[config.mk]
export PLATFORM = sky130hd
export DESIGN_NAME = reg_select_decoder
export DESIGN_NICKNAME = d
export VERILOG_FILES = /design/src/rtl/reg_select_decoder.sv
export SDC_FILE = /design/constraint.sdc
export NUM_CORES = 1
export LEC_CHECK = 0
export CORE_MARGIN = 1
export CORE_UTILIZATION = 57
export CTS_CLUSTER_SIZE = 8
export DETAILED_ROUTE_END_ITERATION = 10
export DONT_BUFFER_PORTS = 1
export GPL_TIMING_DRIVEN = 0
export PLACE_DENSITY = 0.72
export SYNTH_ARGS = -nofsm -noshare
export SYNTH_HDL_FRONTEND = slang
export SYNTH_SLANG_ARGS = --single-unit
[constraint.sdc]
create_clock -name clock -period 2.9 [get_ports clock]
set_clock_uncertainty 0.2 [all_clocks]
set_input_delay 0.435 -clock clock [delete_from_list [all_inputs] [get_ports clock]]
set_output_delay 0.435 -clock clock [all_outputs]
set_load 0.02 [all_outputs]
[src/rtl/reg_select_decoder.sv]
// 5-to-32 register-select decoder with a debug scan sequencer that walks the
// bus-drive enable across every register, one beat per accepted handshake.
module reg_select_decoder #(
    parameter int SEL_W    = 5,
    parameter int NUM_REGS = 32
) (
    input  logic                clock,
    input  logic                clear,
    input  logic [SEL_W-1:0]    ra,
    input  logic [SEL_W-1:0]    rb,
    input  logic [SEL_W-1:0]    rc,
    input  logic                gra,
    input  logic                grb,
    input  logic                grc,
    input  logic                rin,
    input  logic                rout,
    input  logic                scan_start,
    input  logic                scan_ready,
    output logic [NUM_REGS-1:0] r_in_en,
    output logic [NUM_REGS-1:0] r_out_en,
    output logic [SEL_W-1:0]    sel_code,
    output logic                sel_err,
    output logic                scan_busy,
    output logic                scan_valid,
    output logic                scan_done
);

    typedef enum logic [1:0] {S_IDLE, S_SCAN, S_DONE} state_t;

    localparam logic [NUM_REGS-1:0] ONE  = NUM_REGS'(1);
    localparam logic [SEL_W-1:0]    LAST = SEL_W'(NUM_REGS - 1);

    state_t              r_state;
    logic [SEL_W-1:0]    r_cnt;

    logic [SEL_W-1:0]    w_code;
    logic                w_any;
    logic                w_multi;
    logic                w_in_range;
    logic                w_err;
    logic [NUM_REGS-1:0] w_onehot;
    logic [SEL_W-1:0]    w_next_cnt;

    // Priority select gra > grb > grc; an unselected decode yields code 0.
    always_comb begin
        w_code = '0;
        if (gra)      w_code = ra;
        else if (grb) w_code = rb;
        else if (grc) w_code = rc;
        w_any      = gra | grb | grc;
        w_multi    = (gra & grb) | (gra & grc) | (grb & grc);
        w_in_range = (32'(w_code) < NUM_REGS);
        w_onehot   = (w_any && w_in_range) ? (ONE << w_code) : '0;
        w_err      = w_multi | (w_any & ~w_in_range);
        w_next_cnt = r_cnt + SEL_W'(1);
    end

    always_ff @(posedge clock or negedge clear) begin
        if (!clear) begin
            r_state    <= S_IDLE;
            r_cnt      <= '0;
            r_in_en    <= '0;
            r_out_en   <= '0;
            sel_code   <= '0;
            sel_err    <= 1'b0;
            scan_busy  <= 1'b0;
            scan_valid <= 1'b0;
            scan_done  <= 1'b0;
        end else begin
            case (r_state)
                S_SCAN: begin
                    if (scan_valid && scan_ready) begin
                        if (r_cnt == LAST) begin
                            r_state    <= S_DONE;
                            r_cnt      <= '0;
                            r_in_en    <= '0;
                            r_out_en   <= '0;
                            sel_code   <= '0;
                            sel_err    <= 1'b0;
                            scan_busy  <= 1'b0;
                            scan_valid <= 1'b0;
                            scan_done  <= 1'b1;
                        end else begin
                            r_cnt    <= w_next_cnt;
                            r_out_en <= ONE << w_next_cnt;
                            sel_code <= w_next_cnt;
                        end
                    end
                end
                S_IDLE, S_DONE: begin
                    // scan_start only counts in IDLE; leaving DONE always decodes.
                    if (r_state == S_IDLE && scan_start) begin
                        r_state    <= S_SCAN;
                        r_cnt      <= '0;
                        r_in_en    <= '0;
                        r_out_en   <= ONE;
                        sel_code   <= '0;
                        sel_err    <= 1'b0;
                        scan_busy  <= 1'b1;
                        scan_valid <= 1'b1;
                        scan_done  <= 1'b0;
                    end else begin
                        r_state    <= S_IDLE;
                        r_in_en    <= rin  ? w_onehot : '0;
                        r_out_en   <= rout ? w_onehot : '0;
                        sel_code   <= w_any ? w_code : '0;
                        sel_err    <= w_err;
                        scan_busy  <= 1'b0;
                        scan_valid <= 1'b0;
                        scan_done  <= 1'b0;
                    end
                end
                default: begin
                    r_state <= S_IDLE;
                    r_cnt   <= '0;
                end
            endcase
        end
    end

endmodule
==> results.sh <==
export IMPL_synth_area_um2=3910
export IMPL_fmax_mhz=377
export IMPL_min_path_type="in -> reg"
export IMPL_clkLatencyLatePin_ns=0.35
export IMPL_ctsResizeCount=0
export IMPL_crit_arrival_ns=2.72
export IMPL_worst_setup_path_start_kind="flop"
export IMPL_grt_pass1_vias=3027
export IMPL_post_synth_and_or_nand_nor_area_fraction_pct=16.3
export IMPL_nFillCells=501
export IMPL_fin_util_pct=66.0
export IMPL_failed_checks="design-rule violations"
export IMPL_crit_type="reg -> reg"
export IMPL_die_h_um=84.8
export IMPL_synth_seq_cells=79
export IMPL_min_period_over_period_pct=91.4
export IMPL_crit_slowest_cell="a2111oi_4"
export IMPL_vias=2975
export IMPL_drt_iter0_drc=241
export IMPL_slew_violations=0
export IMPL_synth_xor_area_share_pct=1.28
export IMPL_slew_headroom_pct=63.3
export IMPL_drcViolationCount=6
export IMPL_wire_per_inst_um=22.7
export IMPL_htreeDepth=3
export IMPL_required_ns=2.97
export IMPL_synth_edff_count=0
export IMPL_ys_flop_type="dfrtp_1"
export IMPL_cts_tree="built"
export IMPL_totalWireLength_mm=9.96
export IMPL_power_density_nw_per_um2=819
export IMPL_end_kind="flop"
export IMPL_synth_fa_ha_area_share_pct=2.18
export IMPL_post_dp_hpwl_mm=6.91
export IMPL_synthCells=343
export IMPL_via_per_inst=6.79
export IMPL_core_um2=6490
export IMPL_placement_io_buffers=0
export IMPL_dieArea_um2=7200
export IMPL_outcome="complete, but fails checks"
export IMPL_io_pins=97
export IMPL_initial_utilization_pct=60.2
export IMPL_grt_max_degree=80
export IMPL_muxShareOfSynthArea_pct=0
export IMPL_drive_gt1_share_pct=15.2
export IMPL_finalCriticalPeriod_ns=2.65
export IMPL_ys_warn_count=0
export IMPL_fin_nets=386
export IMPL_synth_top_family_by_area="compound AO/OA/AOI/OAI gates"
export IMPL_rsz0062_at_grt="no"
export IMPL_gp_congestion=0.821
export IMPL_cap_violations=0
export IMPL_area_delta_synth_final_pct=9.66
export IMPL_setup_violations=0
export IMPL_tightest_slew_ns=0.546
export IMPL_num_antenna_cells=0
export IMPL_grt_antenna_before_repair=1
export IMPL_async_flop_share_pct=100
export IMPL_crit_top_cell="ha_1"
export IMPL_post_synth_num_cell_types=47
export IMPL_clk_pin_slew_ns=0.08
export IMPL_antenna_left=0
export IMPL_leakagePower_nw=1.82
export IMPL_rows=29
export IMPL_finalSetupTns_ns=0
export IMPL_clk_path_buf_depth=2
export IMPL_hold_viol=0
export IMPL_synth_nets=373
export IMPL_syn_area_per_cell_um2=11.4
export IMPL_grt_usage_pct=29.8
export IMPL_cts_buffers=9
export IMPL_ir_drop_mv=0.362
export IMPL_seq_area_frac_synth_pct=50.5
export IMPL_drtPass1Iterations=8
export IMPL_slowest_delay_ns=0.59
export IMPL_die_w_um=84.8
export IMPL_cts_num_sinks=79
export IMPL_grt_ovfl_total=0
export IMPL_synth_compound_area_share_pct=25.7
export IMPL_grt_pass1_wl_mm=16.4
export IMPL_cp_max_fo=7
export IMPL_cts_root_buffer="clkbuf_8"
export IMPL_path_cells="ha_1 -> and3_1 -> ha_1 -> nand2b_1 -> a2111oi_4 -> a32oi_1 -> o21ai_0"
==> where the power goes <==
group / switching (mW) / internal [mW]
sequential: 0.335 / 1.26
combinational: 0.608 / 0.311
clock: 0.418 / 0.578
==> path summary, 6_finish.rpt <==
check | startpoint | to | slack [ns] | cells past startpoint
worst max register to register | r_cnt[0] | r_out_en[1] | 0.25 | 7
max in group asynchronous | clear | r_in_en[1] | 1.74 | 2
worst max-delay path | r_cnt[0] | r_out_en[1] | 0.25 | 7
min in group asynchronous | clear | r_out_en[10] | 0.44 | 2
worst min register to register | r_cnt[4] | r_cnt[4] | 0.32 | 1
worst min-delay path | scan_start | r_state[0] | 0.05 | 2
==> metal layers <==
layer	up-vias	GRT usage [%]	wire, um
li1	1355	-	-
met1	1497	39.9	4080
met2	110	46.5	4790
met3	13	9.24	948
met4	0	10.2	148
met5	-	0	0
==> flip-flops by register name, summed over array words and instances (netlist names) <==
signal      flops
r_state         2
r_out_en       32
r_cnt           5
scan_valid      1
sel_code        5
sel_err         1
scan_done       1
r_in_en        32
==> stage by stage <==
step                worst slack (ns)  power [mW]  hold WS [ns]  instance area [um2]  cells
floorplan                      0.657        2.24       -0.0606                 3910    343
global placement               0.361        2.47       -0.0580                 4010    420
detailed placement             0.324        2.49       -0.0585                 4010    420
CTS                            0.309        3.51        0.0405                 4290    438
global route                   0.108        3.68        0.0807                 4290    438
finish                         0.248        3.51        0.0507                 4290    438
==> placed cells by master, fill, tap and decap left out, types with 4 or more instances in the layout <==
| master | count |
|---|---|
| a22o_1 | 24 |
| nor2_1 | 13 |
| nand4_1 | 13 |
| dfrtp_1 | 79 |
| o2bb2ai_1 | 16 |
| a32oi_1 | 24 |
| a21oi_1 | 8 |
| inv_1 | 7 |
| clkbuf_1 | 5 |
| buf_2 | 9 |
| o21ai_0 | 30 |
| clkbuf_8 | 9 |
| a21oi_2 | 4 |
| nand2b_1 | 4 |
| nand3b_1 | 5 |
| nor2b_1 | 4 |
| nor4_4 | 4 |
| o221ai_1 | 8 |
| and2_1 | 6 |
| ha_1 | 6 |
| nand2_1 | 28 |
| nand3_2 | 4 |
==> worst max-delay path, delay by kind of cell, from the launching register on <==
family | cells | cell delay, ns
AND/OR/NAND/NOR | 2 | 0.44
flip-flops | 1 | 0.48
adder cells (fa/ha/maj) | 2 | 0.58
AO/OA/AOI/OAI | 3 | 0.86
==> Yosys cell counts (4+ instances only) <==
cell	n	area share (%)
dfrtp_1	79	51
o21ai_0	30	3.8
nand2_1	28	2.7
a22o_1	24	5.4
a32oi_1	24	5.4
o2bb2ai_1	16	3.6
nand4_1	13	2.1
nor2_1	13	1.2
buf_2	9	1.2
a21oi_1	8	1.0
o221ai_1	8	1.8
inv_1	7	0.67
and2_1	6	0.96
ha_1	6	1.9
nand3b_1	5	0.96
a21oi_2	4	0.90
clkbuf_1	4	0.38
nand2b_1	4	0.64
nand3_2	4	1.0
nor2b_1	4	0.64
nor4_4	4	2.2
==> kinds of logic (layout without fill, tap and decap cells) <==
logic type                 count (synthesis)  after routing
xor gates and xnor gates                   4              4
DFF                                       79             79
AOI/OAI and AO/OA                        126            126
adders and majority gates                  7              7
and+or+nand+nor                           98             98
buffers and inverters                     29             47
==> layout make-up <==
type,count,area (um2),share of cell area (%)
flip-flops and latches,79,1980,46.1
multi-input cells,235,1780,41.5
clock buffers,10,128,2.98
plain buffers,22,128,2.98
clock inverters,6,116,2.71
well taps,77,96.3,2.25
repair buffers,2,37.5,0.875
inverters,7,26.3,0.613
==> repair_timing <==
action	in CTS	in global routing
hold buffers	2	0
buffers inserted	0	0
endpoints found under the hold margin	79	0
Note: power is estimated with default switching activity, not from simulation.
